### src/rtl/nv_nvdla_sdp_core_gather.sv
// Narrow-to-wide gatherer: packs RATIO IW-bit beats (segment 0 at the LSBs) into one OW-bit word.
// Optional flush/partial-word support is enabled by defining NVDLA_SDP_GATHER_FLUSH_EN.
module nv_nvdla_sdp_core_gather #(
   parameter int IW    = 128,
   parameter int OW    = 512,
   parameter int RATIO = OW / IW
) (
   input  logic          nvdla_core_clk,
   input  logic          nvdla_core_rst,
   input  logic          inp_pvld,
   output logic          inp_prdy,
   input  logic [IW-1:0] inp_data,
   output logic          out_pvld,
   input  logic          out_prdy,
   output logic [OW-1:0] out_data,
   output logic          gather_busy
`ifdef NVDLA_SDP_GATHER_FLUSH_EN
   ,
   input  logic             inp_flush,
   output logic [RATIO-1:0] out_mask
`endif
);

   localparam logic [3:0] LAST_SEG = 4'(RATIO - 1);

   generate
      if (!(RATIO == 1 || RATIO == 2 || RATIO == 4 || RATIO == 8 || RATIO == 16) ||
          (OW != RATIO * IW)) begin : g_badRatio
         $error("nv_nvdla_sdp_core_gather: RATIO must be 1/2/4/8/16 and OW must equal RATIO*IW");
      end
   endgenerate

   logic [3:0]    r_segCnt;
   logic          r_outPvld;
   logic [OW-1:0] r_outData;
   logic          r_gatherBusy;
   logic [OW-1:0] w_accPad;
   logic [OW-1:0] w_nextWord;
   logic          w_flush;
   logic          w_lastBeat;
   logic          w_inpAcc;
   logic          w_outAcc;
   logic          w_inpPrdy;

`ifdef NVDLA_SDP_GATHER_FLUSH_EN
   logic [RATIO-1:0] r_outMask;
   logic [RATIO-1:0] w_nextMask;
   assign w_flush  = inp_flush;
   assign out_mask = r_outMask;
`else
   assign w_flush = 1'b0;
`endif

   assign w_lastBeat  = (r_segCnt == LAST_SEG) | w_flush;
   assign w_inpPrdy   = !w_lastBeat | !r_outPvld | out_prdy;
   assign w_inpAcc    = inp_pvld & w_inpPrdy;
   assign w_outAcc    = r_outPvld & out_prdy;
   assign inp_prdy    = w_inpPrdy;
   assign out_pvld    = r_outPvld;
   assign out_data    = r_outData;
   assign gather_busy = r_gatherBusy;

   generate
      if (RATIO > 1) begin : g_acc
         logic [(RATIO-1)*IW-1:0] r_accData;

         // Partial-word storage is deliberately never reset or cleared; seg_cnt alone tracks validity.
         always_ff @(posedge nvdla_core_clk) begin
            if (w_inpAcc && !w_lastBeat) begin
               for (int s = 0; s < RATIO - 1; s++) begin
                  if (r_segCnt == 4'(s)) begin
                     r_accData[s*IW +: IW] <= inp_data;
                  end
               end
            end
         end

         assign w_accPad = {{IW{1'b0}}, r_accData};
      end else begin : g_noAcc
         assign w_accPad = '0;
      end
   endgenerate

   // Assemble the outgoing word: stored segments below, current beat in place, zeros above.
   always_comb begin
      w_nextWord = '0;
      for (int s = 0; s < RATIO; s++) begin
         if (4'(s) < r_segCnt) begin
            w_nextWord[s*IW +: IW] = w_accPad[s*IW +: IW];
         end else if (4'(s) == r_segCnt) begin
            w_nextWord[s*IW +: IW] = inp_data;
         end
      end
   end

`ifdef NVDLA_SDP_GATHER_FLUSH_EN
   always_comb begin
      w_nextMask = '0;
      for (int s = 0; s < RATIO; s++) begin
         w_nextMask[s] = (4'(s) <= r_segCnt);
      end
   end
`endif

   // A drain and a last-beat load in the same cycle keep out_pvld high with no bubble.
   always_ff @(posedge nvdla_core_clk) begin
      if (nvdla_core_rst) begin
         r_segCnt     <= '0;
         r_outPvld    <= 1'b0;
         r_outData    <= '0;
         r_gatherBusy <= 1'b0;
`ifdef NVDLA_SDP_GATHER_FLUSH_EN
         r_outMask    <= '0;
`endif
      end else begin
         if (w_outAcc) begin
            r_outPvld <= 1'b0;
         end
         if (w_inpAcc) begin
            if (w_lastBeat) begin
               r_outData    <= w_nextWord;
               r_outPvld    <= 1'b1;
               r_segCnt     <= '0;
               r_gatherBusy <= 1'b0;
`ifdef NVDLA_SDP_GATHER_FLUSH_EN
               r_outMask    <= w_nextMask;
`endif
            end else begin
               r_segCnt     <= r_segCnt + 4'd1;
               r_gatherBusy <= 1'b1;
            end
         end
      end
   end

endmodule
### config.mk
export PLATFORM = sky130hd
export DESIGN_NAME = nv_nvdla_sdp_core_gather
export DESIGN_NICKNAME = d
export VERILOG_FILES = /design/src/rtl/nv_nvdla_sdp_core_gather.sv
export SDC_FILE = /design/constraint.sdc
export NUM_CORES = 1
export LEC_CHECK = 0
export ABC_AREA = 1
export CAP_MARGIN = 10
export CELL_PAD_IN_SITES_DETAIL_PLACEMENT = 0
export CELL_PAD_IN_SITES_GLOBAL_PLACEMENT = 1
export CORE_MARGIN = 2
export CORE_UTILIZATION = 35
export DETAILED_ROUTE_END_ITERATION = 8
export PLACE_DENSITY = 0.86
export SLEW_MARGIN = 0
export SYNTH_ARGS = -nofsm -noshare
export SYNTH_HDL_FRONTEND = slang
export SYNTH_SLANG_ARGS = --single-unit
### constraint.sdc
create_clock -name nvdla_core_clk -period 16.05 [get_ports nvdla_core_clk]
set_clock_uncertainty 0.2 [all_clocks]
set_input_delay 3.21 -clock nvdla_core_clk [delete_from_list [all_inputs] [get_ports nvdla_core_clk]]
set_output_delay 3.21 -clock nvdla_core_clk [all_outputs]
set_load 0.005 [all_outputs]
==> summary by stage, run 1 <==
CTS
In this run, post-CTS hold repair placed 0 buffers. The quantity of gates resized following cts is 0. The H-tree generated during clock tree synthesis spans 3 levels.

The clock tree from TritonCTS is built. The tree built by TritonCTS fans out to 902 sinks. The clock tree root buffer cell is sky130_fd_sc_hd__clkbuf_16. The maximum root-to-sink buffer count is 3. Counting the buffers created by CTS gives 99. The number of setup buffers added after CTS is 0. Clock latency on the worst-skew pair, taken at its later pin, is 0.68 ns. After clock tree synthesis, the clock-pin slew on the worst setup and hold paths is 0.05 ns.

Setup path
The launching point of the worst reg2reg path is r_segCnt[1]$_SDFFE_PP0N_. The type of the setup path with the least slack is in2out. The reg-to-reg critical path endpoint is out_data[309]$_SDFFE_PP0P_. The worst register-to-register path has a setup slack of 11.56 ns. On the worst path, the slowest cell contributes a delay of 0.56 ns. The critical path starts at out_prdy. The startpoint type of the worst setup path is an input pin. The worst endpoint required time is 12.64 ns. The signal on the critical path passes through clkdlybuf4s50_1, nor2_1, nand3_1, clkdlybuf4s50_1.

The worst setup path is captured at a primary output. The number of cells on the worst reg-to-reg path is 7. The cell with the largest stage delay on the worst path is sky130_fd_sc_hd__clkdlybuf4s50_1.

The dominant cell type by count on the critical path is sky130_fd_sc_hd__clkdlybuf4s50_1. Data arrives at the worst endpoint at 4.60 ns. The maximum fanout encountered on the critical timing path is 7.

Timing
The number of failing setup endpoints in the final timing report is 0. Adding up every negative setup slack in the final design gives 0 ns. For this run, the top clock speed supported by timing is 125 MHz.

The worst pin sits at a relative slew slack of 0.108. Setup repair after global routing left no endpoint under its margin. The worst hold margin is 0.263 ns. The final count of pins violating max slew is 0. The share of the clock period used by the worst path after layout is 0.499. The shortest period the worst path allows is 8.01 ns. For the pin with the worst max-slew slack, the measured transition is 1.34 ns. The number of hold violations in the final report was 0.

Yosys
After synthesis, the mean cell area works out to 7.93 um2. The top cell type by total area after synthesis is sky130_fd_sc_hd__edfxtp_1. The count of state elements after synthesis is 902. The count of mapped cells out of synthesis is 4753.

The fraction of the yosys area taken by sequential cells is 0.581. The number of distinct library cells after synthesis is 17. The share of synthesized area in the top cell type comes to 0.306.

The Yosys step of the flow raised 0 warnings. Ranked by total cell area, the synthesized netlist is headed by sky130_fd_sc_hd__edfxtp_1 (31%), sky130_fd_sc_hd__dfxtp_1 (27%), sky130_fd_sc_hd__nand2_1 (15%). The summed instance area of the synthesized netlist is 0.0377 mm2.

The number of nets in the synthesized netlist is 4888.

Route
After detailed routing, the total wire length is 127000 um. In the routed layout, each cell is associated on average with a via count of 4.82. The overall via count from detail_route is 32233. The antenna violation net count after detailed routing is 0. The routed length on met2 is 58600 um. The met1 routed wirelength after detailed routing is 55000 um. The count of routing violations after the opening detailed-route iteration is 2553. In the detailed route, the total length drawn on met3 is 7600 um. Dividing the detail-routed wire length by the instance count gives 19.0 um.

The final routed DRC violation total is 0. After detailed routing, no signal wire sits above met4. The detailed-routing iteration count for the pre-antenna-repair pass is 6.

Global routing
After global routing the overflow that remains totals 0. The initial antenna violation count is 1. The via count of the first global-routing pass is 29743. The global-route wire length before repair is 190000 um. The pin count of the biggest net entering global routing is 251.

The global-route usage over all layers is 0.222.

Power
Of the total power, the share spent switching nets is 0.247. The clock network power share is 0.436. Summed over all cells, the static leakage comes to 20.2 nW.

The sequential share of power is 0.476. The internal power of the cells is 3.95 mW. In this run the power density over the cells is 109 mW/mm2. The share of total power dissipated in combinational logic is 0.088. The design draws 5.24 mW.

For this design the total switching power over the nets is 1.29 mW. The largest voltage drop on the vdd net is 0.0768 mV.

Min path
The worst min-delay path startpoint is out_data[430]$_SDFFE_PP0P_. The capture endpoint of the worst hold path is out_data[430]$_SDFFE_PP0P_. The cell count of the worst hold path is 2. The path class of the tightest hold or removal check is reg2reg.

Placement
The final weighted congestion in routability-driven placement is 0.808. Port buffering added 646 buffers. The sum of net half-perimeters after detailed placement is 74400 um.

Floorplanning
The floorplan has 120 rows. The effective utilization at floorplan is 0.353. The number of ports placed on the die boundary is 647. The y dimension of the die is 332 um. The core region area is 0.107 mm2.

The die width is 332 um. The die footprint is 0.110 mm2.

Finish
The sequential cells in the finished layout cover a total of 0.0219 mm2. At the end of the flow, the number of nets in the layout was 5331. The utilization of the core after routing is 0.451.

The fraction of layout instances using a drive strength above 1 is 0.0379. Relative to the synthesized area, the layout overhead comes to 27.9%. The number of fill cells in the layout is 10454. Summing all multi-input logic gate instances after layout gives 0.0130 mm2.

Job
Across the run, the number of max-cap violations was 0.

Status
The flow ran to the end, and the final reports show no timing, DRC or antenna violations.
==> placed cells by master, fill, tap and decap left out <==
master                               n
sky130_fd_sc_hd__bufinv_16           3
sky130_fd_sc_hd__ha_1                1
sky130_fd_sc_hd__diode_2             1
sky130_fd_sc_hd__edfxtp_1          384
sky130_fd_sc_hd__dfxtp_4             1
sky130_fd_sc_hd__clkinvlp_4          1
sky130_fd_sc_hd__buf_4              30
sky130_fd_sc_hd__nand2_4             4
sky130_fd_sc_hd__nand3_1           261
sky130_fd_sc_hd__nand4_4             1
sky130_fd_sc_hd__nor2_1            775
sky130_fd_sc_hd__a21oi_1           131
sky130_fd_sc_hd__clkinv_4            4
sky130_fd_sc_hd__inv_8               1
sky130_fd_sc_hd__dfxtp_1           517
sky130_fd_sc_hd__ha_4                2
sky130_fd_sc_hd__clkinv_2           10
sky130_fd_sc_hd__clkbuf_1           36
sky130_fd_sc_hd__inv_1             395
sky130_fd_sc_hd__nand2_1          1546
sky130_fd_sc_hd__nor2_4              5
sky130_fd_sc_hd__buf_6               2
sky130_fd_sc_hd__clkinv_1            5
sky130_fd_sc_hd__inv_6               6
sky130_fd_sc_hd__nand4_1           130
sky130_fd_sc_hd__nor4_4              1
sky130_fd_sc_hd__clkinv_8            1
sky130_fd_sc_hd__buf_12              5
sky130_fd_sc_hd__clkbuf_8           18
sky130_fd_sc_hd__clkdlybuf4s50_1   644
sky130_fd_sc_hd__o21ai_0           258
sky130_fd_sc_hd__clkbuf_16         105
==> cell usage after synthesis <==
| cell type | number |
|---|---|
| sky130_fd_sc_hd__a21oi_1 | 131 |
| sky130_fd_sc_hd__buf_1 | 30 |
| sky130_fd_sc_hd__buf_2 | 137 |
| sky130_fd_sc_hd__clkbuf_1 | 172 |
| sky130_fd_sc_hd__dfxtp_1 | 518 |
| sky130_fd_sc_hd__edfxtp_1 | 384 |
| sky130_fd_sc_hd__ha_1 | 3 |
| sky130_fd_sc_hd__inv_1 | 396 |
| sky130_fd_sc_hd__inv_2 | 1 |
| sky130_fd_sc_hd__nand2_1 | 1550 |
| sky130_fd_sc_hd__nand3_1 | 261 |
| sky130_fd_sc_hd__nand4_1 | 130 |
| sky130_fd_sc_hd__nand4_2 | 1 |
| sky130_fd_sc_hd__nor2_1 | 779 |
| sky130_fd_sc_hd__nor2_4 | 1 |
| sky130_fd_sc_hd__nor4_1 | 1 |
| sky130_fd_sc_hd__o21ai_0 | 258 |
==> through the flow <==
stage	cell area, um2	setup WS [ns]	std cells
floorplan	37700	4.66	4753
global placement	44900	8.06	6498
detailed placement	44900	8.06	6498
CTS	48200	8.06	6686
global route	48200	7.98	6686
finish	48200	8.04	6687
==> area by class of cell <==
class | instances | area share
multi-input combinational | 3115 | 0.269
sequential | 902 | 0.454
clock buffer | 159 | 0.0624
antenna | 1 | 0.0000519
clock inverter | 29 | 0.00542
timing repair buffer | 681 | 0.141
inverter | 397 | 0.0312
tap | 1403 | 0.0364
==> power groups by stage <==
stage	registers, mW	logic (mW)	clock network [mW]
2_1_floorplan	2.55	0.238	0
3_3_place_gp	2.54	0.457	0
3_5_place_dp	2.54	0.463	0
4_1_cts	2.50	0.464	2.34
5_1_grt	2.50	0.507	2.42
6_report	2.50	0.460	2.29
==> critical path, delay by kind of cell <==
kind / cells / cell delay (ns)
buffers and inverters: 2 / 0.98
and+or+nand+nor: 2 / 0.41
==> flip-flops by register name, summed over array words and instances (netlist names) <==
name / count
gather_busy: 1
g_acc.r_accData: 384
out_data: 512
r_segCnt: 4
out_pvld: 1
==> layer usage <==
metal / vias up / GRT usage
li1: 15879 / -
met2: 973 / 0.362
met1: 15145 / 0.289
met3: 236 / 0.0431
met4: 0 / 0.0897
met5: - / 0
==> worst max-delay path by stage <==
stage                                           endpoint  slack, ns  depth (start not counted)
final                                           inp_prdy       8.04                          4
after global placement                          inp_prdy       8.06                          4
after global routing                            inp_prdy       7.98                          4
after CTS                                       inp_prdy       8.06                          4
after floorplan           g_acc.r_accData[128]$_DFFE_PP_       4.66                          3
after detailed placement                        inp_prdy       8.06                          4
==> cell families after synthesis <==
family                   count (synthesis)  share of synthesized area
AND/OR/NAND/NOR                       2723                      0.289
flip-flops                             902                      0.581
buffers and inverters                  736                     0.0778
AO/OA/AOI/OAI                          389                     0.0516
adder cells (fa/ha/maj)                  3                   0.000995
(Power assumes the default switching activity.)
==> run 2, diff against run 1 <==
Clock period 16.05 ns to 7.1 ns, I/O delays scaled along.
==> run 2 against run 1 <==
Compared with the run above:
- critical path depth did not move
- total power rose by 130%
- non-clock buffer count rose by 10
- combinational power rose by 130%
- sequential power rose by 130%
- wire length fell by 0.88%
- register-to-register slack got worse by 8.5 ns
- clock power rose by 130%
- sequential cell count did not move
- sequential share of layout area fell by 0.11 points
- critical path type unchanged
- largest cell class unchanged
==> summary by stage, run 2 (synthesis results as in run 1) <==
Job
The max capacitance violation total is 0 (unchanged).

Power
The ratio of total power to cell area was 245 mW/mm2 (+130%). The clock network power share is 0.437 (about the same). The largest voltage drop on the vdd net is 0.166 mV (+120%). The fraction of power spent switching nets is 0.247 (+0.000359). The leakage power total is 20.3 nW (+0.30%).

The proportion of power drawn by combinational gates is 0.088 (about the same). The sequential share of power came to 0.475 (about the same). The internal power of the cells is 8.92 mW (+130%). The net switching power came to 2.93 mW (+130%).

Route
The detailed-route wire length per cell was 18.8 um (-1.0%). The detailed-routing iteration count for the pre-antenna-repair pass is 6 (unchanged). The final wirelength is 126000 um (-0.88%). The overall via count from detail_route is 32202 (-0.096%). The detailed-route vias per instance was 4.81 (-0.22%). The count of routing violations after the opening detailed-route iteration was 2379 (-6.8%). The antenna violation net count after detailed routing is 0 (unchanged).

The final routed DRC violation total was 0 (unchanged).

Status
The run finished with clean final reports.

Timing
Setup repair after global routing left no endpoint under its margin. Based on the critical path, the design can be clocked at up to 223 MHz. The share of the clock period used by the worst path after layout is 0.631. The final setup TNS came to 0 ns (unchanged). The final count of pins violating max slew is 0 (unchanged). The worst hold margin is 0.263 ns (+0.000722 ns). The slew at the pin closest to its max-slew limit is 1.20 ns (-0.142 ns).

The number of hold violations in the final report is 0 (unchanged). The remaining max-slew budget at the tightest pin is 0.200 (+0.0925). The smallest setup slack after layout was 2.62 ns (-5.43 ns). The number of failing setup endpoints in the final timing report is 0 (unchanged).

The shortest period the worst path allows is 4.48 ns.

CTS
The quantity of gates resized following cts is 0 (unchanged). The clock latency reported for the late side of the worst-skew pair is 0.68 ns (about the same). The maximum root-to-sink buffer count is 3 (unchanged). TritonCTS built the clock tree.

The clock net sink count is 902 (unchanged). The number of hold-repair buffers added at the cts stage was 0 (unchanged). The clock-pin transition on the worst setup and hold timing paths is 0.06 ns (about the same). CTS placed an instance of sky130_fd_sc_hd__clkbuf_16 at the clock tree root.

The number of buffers inserted during clock tree synthesis is 99 (unchanged). The maximum level of the CTS H-tree is 3 (unchanged). The number of post-CTS setup repair buffers came to 0 (unchanged).

Min path
The startpoint identified for the worst hold timing path is out_data[395]$_SDFFE_PP0P_. The cell count of the worst hold path is 2 (unchanged). The path class of the tightest hold or removal check is reg2reg. The path with the worst hold slack has its endpoint at out_data[395]$_SDFFE_PP0P_.

Setup path
The maximum fanout encountered on the critical timing path is 7 (unchanged). The critical path is of the in2out type. The worst endpoint required time is 5.48 ns (-7.16 ns). The reg2reg setup slack came to 3.09 ns (-8.47 ns). The endpoint identified for the worst register-to-register timing path is g_acc.r_accData[328]$_DFFE_PP_.

The arrival time of data at the critical path endpoint was 2.86 ns (-1.74 ns). The launching point of the worst reg2reg path is r_segCnt[3]$_SDFFE_PP0N_. The biggest cell delay along the critical path came to 0.57 ns (about the same).

The dominant cell type by count on the critical path is sky130_fd_sc_hd__clkdlybuf4s50_1. Walking the worst path, the cells encountered are clkdlybuf4s50_1, nor2_1, nand3_1, clkdlybuf4s50_1. The worst setup path is captured at a primary output. The startpoint type of the worst setup path is an input pin.

On the critical path, the stage with the largest delay is an instance of sky130_fd_sc_hd__clkdlybuf4s50_1. The worst reg2reg path depth is 4 (-3).

Finish
The fraction of layout instances using a drive strength above 1 was 0.0395 (+0.00164). The footprint of the multi-input gates was 0.0130 mm2 (unchanged). The most common library cell in the layout ignoring fill and taps is sky130_fd_sc_hd__nand2_1. The count of nets after finishing came to 5341 (+0.19%). The number of fill cells in the layout is 10372 (-0.78%). Leaving out fill and tap cells, the most frequent cells in the layout are sky130_fd_sc_hd__nand2_1 (1546), sky130_fd_sc_hd__nor2_1 (775), sky130_fd_sc_hd__clkdlybuf4s50_1 (644). The number of flip-flops in the largest register is 512 (unchanged). The signed area change from the synthesized netlist to the final layout is 28.2%. The antenna cell count is 0 (-1). The area taken by flip-flops and latches was 0.0219 mm2 (unchanged). The utilization of the core after routing is 0.452 (+0.00111).

The post-layout instance count excluding filler cells is 6695 (+0.12%).

Floorplanning
The number of ports placed on the die boundary is 647 (unchanged). The die footprint was 0.110 mm2 (unchanged). The number of placement rows is 120 (unchanged). The die width came to 332 um (unchanged). The effective utilization at floorplan is 0.353 (unchanged).

The y dimension of the die is 332 um (unchanged). The core region area was 0.107 mm2 (unchanged).

Placement
The total instance count after detailed placement is 6508 (+0.15%). The final weighted congestion in routability-driven placement came to 0.791 (-2.1%). The worst slack at placement was 2.58 ns (-5.48 ns).

The sum of net half-perimeters after detailed placement is 75200 um (+1.0%). The number of buffers added on ports is 646 (unchanged).

Global routing
The global-route wire length before repair came to 189000 um (-0.38%). The total congestion overflow was 0 (unchanged). The initial antenna violation count was 1 (unchanged). The pin count of the biggest net entering global routing is 174 (-31%). The via count of the first global-routing pass is 30157 (+1.4%).

The global-route usage over all layers was 0.220 (-0.00219).
[run 2: changes by cell type in the layout (fill, tap and decap cells not counted), moves of 4 or more]
cell / before / now
sky130_fd_sc_hd__clkinv_1: 5 / 12
sky130_fd_sc_hd__clkbuf_8: 18 / 12
sky130_fd_sc_hd__buf_4: 30 / 36
sky130_fd_sc_hd__clkbuf_1: 36 / 29
sky130_fd_sc_hd__clkinv_2: 10 / 14
sky130_fd_sc_hd__buf_12: 5 / 10
sky130_fd_sc_hd__clkinvlp_4: 1 / 5
[run 2: routing by layer]
layer / GRT usage / wire length [um]
met5: 0 / 0
met4: 0.0842 / 4540
met3: 0.0436 / 7330
met2: 0.368 / 59600
met1: 0.279 / 54100
[run 2: per-stage QoR]
step / area (um2) / total power, mW
6_report: 48300 / 11.9
5_1_grt: 48300 / 12.3
4_1_cts: 48300 / 12.0
3_5_place_dp: 45100 / 6.80
3_3_place_gp: 45100 / 6.78
2_1_floorplan: 37700 / 6.29
[run 2: critical path, delay by kind of cell]
kind	cells	cell delay, ns
and+or+nand+nor	2	0.43
buffers and inverters	2	1.01
[run 2: final cells by class]
type | instances | share of cell area
multi-input combinational | 3115 | 0.269
clock buffer | 144 | 0.0590
timing repair buffer | 691 | 0.143
clock inverter | 43 | 0.00844
sequential | 902 | 0.453
inverter | 397 | 0.0311
tap | 1403 | 0.0363
[run 2: worst max path at each step]
stage,startpoint,end,slack [ns],cells after the start
4_1_cts,out_prdy,inp_prdy,2.63,4
3_5_place_dp,inp_pvld,g_acc.r_accData[332]$_DFFE_PP_,2.58,4
6_report,out_prdy,inp_prdy,2.62,4
3_3_place_gp,inp_pvld,g_acc.r_accData[333]$_DFFE_PP_,2.60,4
5_1_grt,out_prdy,inp_prdy,2.55,4
2_1_floorplan,inp_pvld,g_acc.r_accData[128]$_DFFE_PP_,0.52,3
[run 2: power groups by stage]
stage                     logic [mW]  registers [mW]  clock network [mW]
final                           1.04            5.64                5.17
after global routing            1.15            5.65                5.48
after CTS                       1.05            5.64                5.29
after detailed placement        1.05            5.75                   0
after global placement          1.04            5.74                   0
after floorplan                0.540            5.75                   0
